$ cat config.mk
export PLATFORM = sky130hd
export DESIGN_NAME = elevador_n_andares
export DESIGN_NICKNAME = d
export VERILOG_FILES = /design/src/rtl/elevador_n_andares.sv
export SDC_FILE = /design/constraint.sdc
export NUM_CORES = 1
export LEC_CHECK = 0
export CAP_MARGIN = 0
export CORE_AREA = 5 5 71 85
export DETAILED_ROUTE_END_ITERATION = 12
export DIE_AREA = 0 0 76 90
export GPL_TIMING_DRIVEN = 0
export PLACE_DENSITY = 0.63
export SETUP_SLACK_MARGIN = 0.3
export SKIP_CTS_REPAIR_TIMING = 1
export SLEW_MARGIN = 5
export SYNTH_ARGS = -nofsm -noshare
export SYNTH_HDL_FRONTEND = slang
export SYNTH_SLANG_ARGS = --single-unit
$ cat constraint.sdc
create_clock -name clk -period 5.7 [get_ports clk]
set_input_delay 1.14 -clock clk [delete_from_list [all_inputs] [get_ports clk]]
set_output_delay 1.14 -clock clk [all_outputs]
set_load 0.01 [all_outputs]
$ cat src/rtl/elevador_n_andares.sv
// Purpose : N-floor elevator controller with latched calls, SCAN scheduling, timed travel,
//           a door timer and a saturating occupant counter.
// Latency : a call sampled at edge k starts the motor or opens the door after edge k+1.
//           Each floor takes TRAVEL_CYCLES edges to cross.
// Backpressure: none. Calls are latched in 'pending' until served, so nothing is lost.
//           Enter/exit pulses outside DOOR_OPEN, enter at capacity and exit at zero are dropped.
//
// Ports:
//   clk, reset                  rising-edge clock, synchronous active-high reset
//   req[N_FLOORS]               call buttons, one bit per floor
//   person_enter/person_exit    one occupant per high cycle, counted only while the door is open
//   emergency_stop              present only when EMERGENCY_STOP_EN is defined
//   motor_up/motor_down         car moving up/down (state decode, mutually exclusive with door_open)
//   door_open                   door open
//   andar_atual                 current floor
//   andar_requisitado           floor the car is heading to (equals andar_atual when not moving)
//   num_people, full            occupancy and capacity flag
//   pending                     outstanding latched calls
//
// Optional feature macro: EMERGENCY_STOP_EN (adds the emergency_stop input that freezes the FSM).
module elevador_n_andares #(
    parameter int N_FLOORS      = 5,
    parameter int FLOOR_W       = 3,
    parameter int MAX_PEOPLE    = 8,
    parameter int PEOPLE_W      = 4,
    parameter int TRAVEL_CYCLES = 4,
    parameter int DOOR_CYCLES   = 3
) (
    input  logic                clk,
    input  logic                reset,
    input  logic [N_FLOORS-1:0] req,
    input  logic                person_enter,
    input  logic                person_exit,
`ifdef EMERGENCY_STOP_EN
    input  logic                emergency_stop,
`endif
    output logic                motor_up,
    output logic                motor_down,
    output logic                door_open,
    output logic [FLOOR_W-1:0]  andar_atual,
    output logic [FLOOR_W-1:0]  andar_requisitado,
    output logic [PEOPLE_W-1:0] num_people,
    output logic [N_FLOORS-1:0] pending,
    output logic                full
);

    localparam logic [1:0] IDLE      = 2'd0;
    localparam logic [1:0] MOVE_UP   = 2'd1;
    localparam logic [1:0] MOVE_DOWN = 2'd2;
    localparam logic [1:0] DOOR_OPEN = 2'd3;

    localparam int TRAV_W = (TRAVEL_CYCLES > 1) ? $clog2(TRAVEL_CYCLES) : 1;
    localparam int DOOR_W = $clog2(DOOR_CYCLES + 1);

    localparam logic [TRAV_W-1:0]   TRAV_LAST = TRAV_W'(TRAVEL_CYCLES - 1);
    localparam logic [DOOR_W-1:0]   DOOR_LOAD = DOOR_W'(DOOR_CYCLES);
    localparam logic [FLOOR_W-1:0]  TOP_FLOOR = FLOOR_W'(N_FLOORS - 1);
    localparam logic [PEOPLE_W-1:0] MAX_P     = PEOPLE_W'(MAX_PEOPLE);

    logic [1:0]          state, state_nxt;
    logic                dir, dir_nxt;          // 1 = up
    logic [TRAV_W-1:0]   trav_cnt, trav_nxt;
    logic [DOOR_W-1:0]   door_cnt, door_nxt;
    logic [FLOOR_W-1:0]  floor_nxt;
    logic [N_FLOORS-1:0] clear_mask;
    logic                halt;

    logic                pend_here, pend_above, pend_below, req_here;
    logic [FLOOR_W-1:0]  near_up, near_dn;

`ifdef EMERGENCY_STOP_EN
    assign halt = emergency_stop;
`else
    assign halt = 1'b0;
`endif

    // Pending-call scan relative to the current floor. The up loop runs top-down and the
    // down loop bottom-up so the last hit is the nearest call in each direction.
    always_comb begin
        pend_here  = 1'b0;
        req_here   = 1'b0;
        pend_above = 1'b0;
        pend_below = 1'b0;
        near_up    = andar_atual;
        near_dn    = andar_atual;
        for (int i = N_FLOORS - 1; i >= 0; i--) begin
            if (pending[i] && (FLOOR_W'(i) > andar_atual)) begin
                pend_above = 1'b1;
                near_up    = FLOOR_W'(i);
            end
        end
        for (int i = 0; i < N_FLOORS; i++) begin
            if (pending[i] && (FLOOR_W'(i) < andar_atual)) begin
                pend_below = 1'b1;
                near_dn    = FLOOR_W'(i);
            end
            if (FLOOR_W'(i) == andar_atual) begin
                pend_here = pending[i];
                req_here  = req[i];
            end
        end
    end

    always_comb begin
        state_nxt = state;
        dir_nxt   = dir;
        trav_nxt  = trav_cnt;
        door_nxt  = door_cnt;
        floor_nxt = andar_atual;
        if (!halt) begin
            case (state)
                IDLE: begin
                    if (pend_here) begin
                        state_nxt = DOOR_OPEN;
                        door_nxt  = DOOR_LOAD;
                    end else if (pend_above && (dir || !pend_below)) begin
                        state_nxt = MOVE_UP;
                        dir_nxt   = 1'b1;
                        trav_nxt  = '0;
                    end else if (pend_below) begin
                        state_nxt = MOVE_DOWN;
                        dir_nxt   = 1'b0;
                        trav_nxt  = '0;
                    end
                end
                MOVE_UP: begin
                    if (trav_cnt == TRAV_LAST) begin
                        trav_nxt = '0;
                        if (!pend_above || (andar_atual == TOP_FLOOR)) begin
                            // Nothing left ahead: stop here rather than overshoot.
                            state_nxt = IDLE;
                        end else begin
                            floor_nxt = andar_atual + FLOOR_W'(1);
                            if (near_up == floor_nxt) begin
                                state_nxt = DOOR_OPEN;
                                door_nxt  = DOOR_LOAD;
                            end
                        end
                    end else begin
                        trav_nxt = trav_cnt + TRAV_W'(1);
                    end
                end
                MOVE_DOWN: begin
                    if (trav_cnt == TRAV_LAST) begin
                        trav_nxt = '0;
                        if (!pend_below || (andar_atual == '0)) begin
                            state_nxt = IDLE;
                        end else begin
                            floor_nxt = andar_atual - FLOOR_W'(1);
                            if (near_dn == floor_nxt) begin
                                state_nxt = DOOR_OPEN;
                                door_nxt  = DOOR_LOAD;
                            end
                        end
                    end else begin
                        trav_nxt = trav_cnt + TRAV_W'(1);
                    end
                end
                default: begin // DOOR_OPEN
                    // A call for this floor while open just keeps the door open longer.
                    if (person_enter || person_exit || req_here) begin
                        door_nxt = DOOR_LOAD;
                    end else if (door_cnt <= DOOR_W'(1)) begin
                        state_nxt = IDLE;
                        door_nxt  = '0;
                    end else begin
                        door_nxt = door_cnt - DOOR_W'(1);
                    end
                end
            endcase
        end
    end

    // A floor's call is cleared whenever the next state is DOOR_OPEN at that floor; this covers
    // both arrival and calls absorbed while the door is already open.
    always_comb begin
        clear_mask = '0;
        if (state_nxt == DOOR_OPEN) begin
            for (int i = 0; i < N_FLOORS; i++) begin
                if (FLOOR_W'(i) == floor_nxt) begin
                    clear_mask[i] = 1'b1;
                end
            end
        end
    end

    always_ff @(posedge clk) begin
        if (reset) begin
            state       <= IDLE;
            dir         <= 1'b1;
            trav_cnt    <= '0;
            door_cnt    <= '0;
            andar_atual <= '0;
            pending     <= '0;
            num_people  <= '0;
        end else begin
            state       <= state_nxt;
            dir         <= dir_nxt;
            trav_cnt    <= trav_nxt;
            door_cnt    <= door_nxt;
            andar_atual <= floor_nxt;
            pending     <= (pending | req) & ~clear_mask;
            if ((state == DOOR_OPEN) && !halt) begin
                if (person_enter && !person_exit && !full) begin
                    num_people <= num_people + PEOPLE_W'(1);
                end else if (person_exit && !person_enter && (num_people != '0)) begin
                    num_people <= num_people - PEOPLE_W'(1);
                end
            end
        end
    end

    assign motor_up   = (state == MOVE_UP)   && !halt;
    assign motor_down = (state == MOVE_DOWN) && !halt;
    assign door_open  = (state == DOOR_OPEN) && !halt;
    assign full       = (num_people == MAX_P);

    always_comb begin
        case (state)
            MOVE_UP:   andar_requisitado = near_up;
            MOVE_DOWN: andar_requisitado = near_dn;
            default:   andar_requisitado = andar_atual;
        endcase
    end

endmodule
==> results of run 1 <==
## Yosys cell counts, types with 3 or more instances
master     count
mux2i_1        5
dfxtp_1       19
nand3_1        7
nor3b_1        3
a2bb2oi_1      3
o21a_1         4
buf_4          3
nand2_1       20
o21ai_0       16
and2_1         4
clkbuf_1       4
buf_2          5
buf_6          4
ha_1          12
a21o_1         4
a31oi_1        4
nor3_1         4
a21oi_1       17
nor2b_1        4
inv_1         15
nor2_1        26
a211oi_1       5
nand2b_1       8
a311oi_1       4
o31ai_1        3
xor2_1         3
nor4b_1        3
xnor2_1        3
## kinds of logic (layout without fill, tap and decap cells)
kind of cell / Yosys count / after routing / share of synthesized area [%]
simple gates: 94 / 94 / 24.46
compound gates: 92 / 92 / 34.37
buf+inv: 32 / 62 / 8.296
flops: 19 / 19 / 18.82
fa+ha+maj: 13 / 13 / 8.421
xor+xnor: 6 / 6 / 2.601
mux: 6 / 6 / 3.034
## metal layers
metal | part of all wire (%) | GRT usage, % | vias up | wire length, um
li1 | - | - | 1015 | -
met1 | 42 | 20.89 | 989 | 2433
met2 | 52 | 31.21 | 54 | 3014
met3 | 4.0 | 1.400 | 10 | 234
met4 | 2.2 | 6.380 | 0 | 125
met5 | 0 | 0 | - | 0
## layout make-up
cell class / instances / area [um^2]
flip-flops and latches: 19 / 380.4
inverters: 16 / 60.06
clock inverters: 1 / 7.507
fillers: 545 / 2781
multi-input cells: 211 / 1473
plain buffers: 16 / 107.6
clock buffers: 3 / 41.29
repair buffers: 26 / 260.3
well taps: 62 / 77.57
## worst max-delay path: cells and delay by family (launching register included)
family / cells / cell delay (ns)
AOI/OAI and AO/OA: 4 / 0.60
adders and majority gates: 1 / 0.28
buffers and inverters: 3 / 0.88
DFF: 1 / 0.55
and+or+nand+nor: 1 / 0.30
## worst paths after layout
check	startpoint	to	slack (ns)	cells past startpoint
worst max-delay path	andar_atual[0]	andar_requisitado[1]	1.66	9
worst min-delay path	trav_cnt[1]	trav_cnt[1]	0.47	2
worst max register to register	andar_atual[1]	pending[4]	2.43	13
worst min register to register	trav_cnt[1]	trav_cnt[1]	0.47	2
## sequential cells by signal, summed over array words and instances (netlist names)
name	flops
dir	1
num_people	4
state	2
door_cnt	2
trav_cnt	2
andar_atual	3
pending	5
## where the power goes
group | leakage, nW | total (mW) | switching (mW) | internal, mW
combinational | 0.755 | 0.200 | 0.115 | 0.0855
sequential | 0.156 | 0.163 | 0.0148 | 0.148
clock | 0.0217 | 0.0998 | 0.0504 | 0.0494
total | 0.933 | 0.463 | 0.180 | 0.283
## per-stage QoR
stage | total power, mW | worst slack (ns) | util [%]
2_1_floorplan | 0.2984 | 2.703 | -
3_3_place_gp | 0.3613 | 1.970 | 45.45
3_5_place_dp | 0.3643 | 1.969 | 45.45
4_1_cts | 0.4630 | 1.671 | 46.39
5_1_grt | 0.4963 | 1.333 | 46.39
6_report | 0.4632 | 1.664 | 46.39
==> results.yml, run 1 <==
place:
  place_area_mm2: 0.002359
  gp_congestion: 0.8655
  place.port_buffers: 26
  hpwlAfterDp_mm: 4.556
  dp.cells: 350
final_layout:
  final_cell_area_mm2: 0.002407
  layout.nets: 315
  area_growth_pct: 19.13
  antennaDiodeCount: 0
  drive_above_1_share_pct: 11.64
  final_cell_mix: "nor2_1 (26), clkdlybuf4s50_1 (26), nand2_1 (20), dfxtp_1 (19), a21oi_1 (17)"
  instances_no_fill: 354
worst_setup_path:
  worstPathCellList: "buf_6 -> inv_1 -> ha_1 -> nor2b_1 -> o21ai_2 -> a211oi_1 -> o21ai_0 -> o21ai_0 -> clkdlybuf4s50_1"
  required_ns: 4.56
  cp_max_fo: 10
  cp_slowest_cell: "clkdlybuf4s50_1"
  critPathMaxStageDelay_ns: 0.57
  crit_path_end_kind: "output port"
  crit_top_cell: "o21ai_0"
  crit_path_start_kind: "flop"
  critPathArrivalTime_ns: 2.90
  crit_type: "reg2out"
global_route:
  grt_antenna_before_repair: 0
  overflow: 0
  track_usage_pct: 17.27
  grt_pass1_wl_mm: 10.03
  grt_pass1_vias: 2083
  grt_max_degree: 13
clock_network:
  clk_pin_slew_ns: 0.09
  cts_max_level: 1
  insertion_delay_ns: 0.27
  clockBufferDepth: 2
  clock-root-buffer: "clkbuf_8"
  cts_made_buffers: 3
  cts_num_sinks: 19
  cts_tree: "done"
sta:
  layout_min_cycle_time_ns: 4.036
  skew_ns: 0.01348
  hold_violations: 0
  period_share_pct: 70.81
  fmax_mhz: 247.8
  tightestPinTransition_ns: 0.5362
  setup-tns-final_ns: 0
  finalMaxSlewViolations: 0
  rsz0062_at_grt: "no"
  hold_slack_ns: 0.4739
  relSlewSlack_pct: 64.19
  setup_violations: 0
power:
  p_leak_nw: 0.9328
  ir_drop_v: 0.0001476
  power.density_mw_per_mm2: 192.4
yosys:
  synth_area_mm2: 0.002021
  synth-seq-cells: 19
  ys.flop_type: "dfxtp_1"
  yosys-top-cells-area: "dfxtp_1 (19%), ha_1 (7.4%), nor2_1 (4.8%), a21oi_1 (4.2%), o21ai_0 (4.0%)"
  ys_async_sr_fraction_pct: 0
  synthCells: 262
  yosys.cell_types.count: 68
  avgSynthCellArea_um2: 7.713
  synth_edf_count: 0
  netlist.top_cell.by_area: "dfxtp_1"
  yosysTopAreaCellShare_pct: 18.82
  yosysSeqAreaShare_pct: 18.82
  synthesis.nets: 284
  yosys_warnings: 0
min_path:
  min_path_type: "reg2reg"
floorplanning:
  die_h_um: 90
  start_util_pct: 38.94
  ios: 28
  rows: 29
  coreArea_mm2: 0.005189
  dieArea_mm2: 0.006840
  die_x_um: 76
drt:
  drc: 0
  wl_per_cell_um: 16.40
  vias: 2068
  drt-vias-per-instance: 5.842
  first_iter_violations: 148
  antenna_left: 0
  wl_mm: 5.807
  drtPass1Iterations: 5
run:
  maxCapViolations: 0
run_status:
  run_status: "finished clean"
No activity file was read; power rests on OpenSTA's default activity.
==> inputs of run 2 (changes only) <==
==> constraint.sdc (replaced) <==
create_clock -name clk -period 4.1 [get_ports clk]
set_input_delay 0.82 -clock clk [delete_from_list [all_inputs] [get_ports clk]]
set_output_delay 0.82 -clock clk [all_outputs]
set_load 0.01 [all_outputs]
==> run 2 against run 1 <==
  * Total power increased by 39%
  * Die area did not move
  * Clock skew increased by 0.0010 ns
  * Sequential share of layout area decreased by 0.10 points
  * Via count is 0.48% lower
  * Final cell count unchanged
  * Final area rose by 0.99%
  * First-iteration DRC count shrank 10%
  * Clock power rose by 40%
  * Utilization grew 0.46 points
  * Wire length decreased by 0.48%
  * Largest power group unchanged
==> results.yml, run 2 (same netlist as run 1, synthesis figures left out) <==
final_layout:
  reg_top3: "pending (5), num_people (4), andar_atual (3)"
  fillers: 541
  largest_reg_flops: 5
  antennaDiodeCount: 0
  layout.nets: 315
  area_growth_pct: 20.31
  top_register: "pending"
  seqCellArea_um2: 381.6
  final_cell_mix: "nor2_1 (26), clkdlybuf4s50_1 (26), nand2_1 (20), dfxtp_1 (18), a21oi_1 (17)"
  drive_above_1_share_pct: 13.36
  final_cell_area_mm2: 0.002431
  multi_input_area_mm2: 0.001495
clock_network:
  cts_tree: "done"
  clock-root-buffer: "clkbuf_8"
  cts_num_sinks: 19
  cts_max_level: 1
  clockBufferDepth: 2
  clk_pin_slew_ns: 0.09
  insertion_delay_ns: 0.27
  cts_made_buffers: 3
power:
  seq_power_share_pct: 35.1
  pwr-share-comb_pct: 43.3
  p_int_mw: 0.3936
  power.density_mw_per_mm2: 265.6
  ir_drop_v: 0.0002049
  p_leak_nw: 0.9349
  switching_share_pct: 39.04
  power_switching_mw: 0.2521
  pwr-share-clk_pct: 21.7
floorplanning:
  die_h_um: 90
  coreArea_mm2: 0.005189
  die_x_um: 76
  start_util_pct: 38.94
  rows: 29
  ios: 28
  dieArea_mm2: 0.006840
min_path:
  whs_path_depth: 2
  min_path_type: "reg2reg"
drt:
  highest_layer: "met4"
  first_iter_violations: 133
  drc: 0
  drtPass1Iterations: 4
  drt-vias-per-instance: 5.814
  vias: 2058
  wl_mm: 5.779
  antenna_left: 0
  dr_wl_met2_mm: 2.987
  wl_per_cell_um: 16.32
  drt-met1-wl_mm: 2.437
  dr_wl_met3_um: 209
place:
  place_area_mm2: 0.002359
  hpwlAfterDp_mm: 4.556
  place.port_buffers: 26
  gp_congestion: 0.8655
sta:
  skew_ns: 0.01448
  hold_violations: 0
  fmax_mhz: 282.2
  period_share_pct: 86.43
  finalMaxSlewViolations: 0
  tightestPinTransition_ns: 0.5442
  rsz0062_at_grt: "yes"
  relSlewSlack_pct: 63.66
  setup-tns-final_ns: 0
  setup_violations: 0
  hold_slack_ns: 0.4739
  layout_min_cycle_time_ns: 3.544
worst_setup_path:
  crit_type: "reg2out"
  crit_path_start_kind: "flop"
  critPathMaxStageDelay_ns: 0.50
  reg2reg_depth: 13
  worstPathCellList: "buf_6 -> buf_6 -> inv_1 -> ha_2 -> inv_1 -> a21o_1 -> a22oi_1 -> o21ai_1 -> a32oi_1 -> a21oi_1 -> clkdlybuf4s50_1"
  critPathArrivalTime_ns: 2.72
  cp_max_fo: 10
  cp_slowest_cell: "clkdlybuf4s50_1"
  required_ns: 3.28
  crit_path_end_kind: "output port"
run:
  maxCapViolations: 0
run_status:
  run_status: "finished clean"
global_route:
  grt_pass1_vias: 2083
  grt_pass1_wl_mm: 10.03
  grt_antenna_before_repair: 0
  track_usage_pct: 17.27
  grt_max_degree: 13
  overflow: 0
-- run 2: cell counts in the layout (fill, tap and decap cells not counted) --
Identical to the previous run, type by type.
-- run 2: layout make-up --
class	instances	share of cell area, %
plain buffers	16	4.426
inverters	16	2.470
clock buffers	3	1.698
repair buffers	26	10.71
well taps	62	3.191
clock inverters	1	0.3088
flip-flops and latches	19	15.70
multi-input cells	211	61.50
-- run 2: power groups by stage --
stage                     sequential (mW)  combinational, mW  clock, mW
final                               0.226              0.279      0.140
after global routing                0.230              0.312      0.150
after CTS                           0.226              0.278      0.140
after detailed placement            0.231              0.276          0
after global placement              0.230              0.273          0
after floorplan                     0.227              0.188          0
-- run 2: path summary, 6_finish.rpt --
path / slack [ns] / to / startpoint
worst max-delay path: 0.56 / andar_requisitado[0] / andar_atual[1]
worst min-delay path: 0.47 / trav_cnt[1] / trav_cnt[1]
worst max register to register: 0.77 / pending[4] / andar_atual[1]
worst min register to register: 0.47 / trav_cnt[1] / trav_cnt[1]
-- run 2: worst max-delay path, delay by kind of cell (launching register included) --
family,cells,cell delay [ns]
DFF,1,0.35
adders and majority gates,1,0.29
AOI/OAI and AO/OA,5,0.75
buffers and inverters,5,1.07
-- run 2: metal layers --
metal	GRT usage [%]	vias to the layer above
li1	-	1018
met1	20.89	978
met2	31.21	49
met3	1.400	13
met4	6.380	0
met5	0	-
-- run 2: stage by stage --
| stage | cells | worst slack (ns) | power [mW] | util, % |
|---|---|---|---|---|
| CTS | 354 | 0.3910 | 0.6436 | 46.39 |
| finish | 354 | 0.5565 | 0.6457 | 46.85 |
| detailed placement | 350 | 0.6893 | 0.5064 | 45.45 |
| global route | 354 | 0.2885 | 0.6913 | 46.85 |
| floorplan | 262 | 1.243 | 0.4149 | - |
| global placement | 350 | 0.6898 | 0.5024 | 45.45 |
==> inputs of run 3 (changes only) <==
==> constraint.sdc (replaced) <==
create_clock -name clk -period 4.1 [get_ports clk]
set_input_delay 0.615 -clock clk [delete_from_list [all_inputs] [get_ports clk]]
set_output_delay 0.615 -clock clk [all_outputs]
set_load 0.01 [all_outputs]
==> run 3 against run 2 <==
  * Critical path depth is 2 lower
  * First-iteration DRC count up 9.8%
  * Setup slack better by 0.12 ns
  * Register-to-register slack better by 0.05 ns
  * Total power is essentially flat
  * Global-route usage unchanged
  * Critical path type unchanged
==> results.yml, run 3 (same netlist as run 1, synthesis figures left out) <==
worst_setup_path:
  worstPathCellList: "buf_6 -> inv_1 -> ha_1 -> nor2b_2 -> o21ai_2 -> a211oi_1 -> o21ai_0 -> o21ai_0 -> clkdlybuf4s50_1"
  crit_top_cell: "o21ai_0"
  cp_slowest_cell: "clkdlybuf4s50_1"
  regToRegStartpoint: "andar_atual[0]"
  critPathArrivalTime_ns: 2.81
  crit_path_end_kind: "output port"
  cp_max_fo: 10
  reg2reg_depth: 12
  crit_path_start_kind: "flop"
  startpoint: "andar_atual[0]"
  critPathMaxStageDelay_ns: 0.57
  r2r_slack_ns: 0.82
  critPathCapture: "andar_requisitado[1]"
  crit_type: "reg2out"
  required_ns: 3.48
  rr_endpoint: "pending[4]"
global_route:
  grt_pass1_wl_mm: 10.03
  track_usage_pct: 17.27
  grt_max_degree: 13
  grt_pass1_vias: 2083
  grt_antenna_before_repair: 0
  overflow: 0
place:
  gp_congestion: 0.8655
  place_ws_ns: 0.8495
  place.port_buffers: 26
  hpwlAfterDp_mm: 4.556
run_status:
  run_status: "finished clean"
sta:
  hold_violations: 0
  worst_slack_ns: 0.6752
  setup-tns-final_ns: 0
  setup_violations: 0
  skew_ns: 0.01372
  tightestPinTransition_ns: 0.5434
  relSlewSlack_pct: 63.72
  period_share_pct: 83.53
  finalMaxSlewViolations: 0
  rsz0062_at_grt: "no"
  layout_min_cycle_time_ns: 3.425
  fmax_mhz: 292.0
final_layout:
  multi_input_area_mm2: 0.001475
  seqCellArea_um2: 380.4
  area_growth_pct: 19.26
  drive_above_1_share_pct: 11.99
  layout.nets: 315
  final_cell_mix: "nor2_1 (26), clkdlybuf4s50_1 (26), nand2_1 (20), dfxtp_1 (19), a21oi_1 (17)"
  fillers: 543
  antennaDiodeCount: 0
  reg_top3: "pending (5), num_people (4), andar_atual (3)"
  largest_reg_flops: 5
  top_register: "pending"
clock_network:
  clockBufferDepth: 2
  clk_pin_slew_ns: 0.09
  cts_num_sinks: 19
  insertion_delay_ns: 0.27
  cts_made_buffers: 3
  cts_max_level: 1
  cts_tree: "done"
  clock-root-buffer: "clkbuf_8"
floorplanning:
  die_x_um: 76
  dieArea_mm2: 0.006840
  die_h_um: 90
  coreArea_mm2: 0.005189
  ios: 28
  start_util_pct: 38.94
  rows: 29
drt:
  drc: 0
  first_iter_violations: 146
  drt-vias-per-instance: 5.822
  drtPass1Iterations: 5
  antenna_left: 0
  vias: 2061
  wl_mm: 5.824
  wl_per_cell_um: 16.45
power:
  p_leak_nw: 0.9335
  power.density_mw_per_mm2: 267.8
  ir_drop_v: 0.0002052
  finalPower_mw: 0.6452
min_path:
  worstHoldStart: "trav_cnt[1]"
  min_path_type: "reg2reg"
run:
  maxCapViolations: 0
==> run 3: through the flow <==
stage / hold slack, ns / utilization (%) / area (um^2) / std cells
finish: 0.4739 / 46.44 / 2410 / 354
global route: 0.4982 / 46.44 / 2410 / 354
CTS: 0.4839 / 46.39 / 2407 / 354
detailed placement: 0.4738 / 45.45 / 2359 / 350
global placement: 0.4652 / 45.45 / 2359 / 350
floorplan: 0.4497 / - / 2021 / 262
==> run 3: metal layers <==
| metal | global-route usage, % | vias to the layer above | wire (um) |
|---|---|---|---|
| li1 | - | 1014 | - |
| met3 | 1.400 | 10 | 213 |
| met1 | 20.89 | 986 | 2474 |
| met4 | 6.380 | 0 | 125 |
| met2 | 31.21 | 51 | 3010 |
| met5 | 0 | - | 0 |
==> run 3: power breakdown <==
group | total, mW | internal (mW) | switching (mW)
Clock | 0.139 | 0.0687 | 0.0702
Combinational | 0.280 | 0.119 | 0.161
Sequential | 0.226 | 0.206 | 0.0207
Total | 0.645 | 0.394 | 0.252
==> run 3: final cells by class <==
class,count,area share (%)
clock inverters,1,0.3115
flip-flops and latches,19,15.78
plain buffers,16,4.465
well taps,62,3.219
multi-input cells,211,61.21
clock buffers,3,1.713
repair buffers,26,10.80
inverters,16,2.492
==> run 3: worst min-delay path by stage <==
stage / endpoint / depth (start not counted)
2_1_floorplan: trav_cnt[1] / 2
3_3_place_gp: trav_cnt[1] / 2
3_5_place_dp: trav_cnt[1] / 2
4_1_cts: trav_cnt[1] / 2
5_1_grt: trav_cnt[1] / 2
6_report: trav_cnt[1] / 2
==> run 3: worst max-delay path: cells and delay by family (launching register included) <==
kind / cells / cell delay [ns]
AO/OA/AOI/OAI: 4 / 0.59
adder cells (fa/ha/maj): 1 / 0.29
buffers and inverters: 3 / 0.88
flip-flops: 1 / 0.55
AND/OR/NAND/NOR: 1 / 0.23
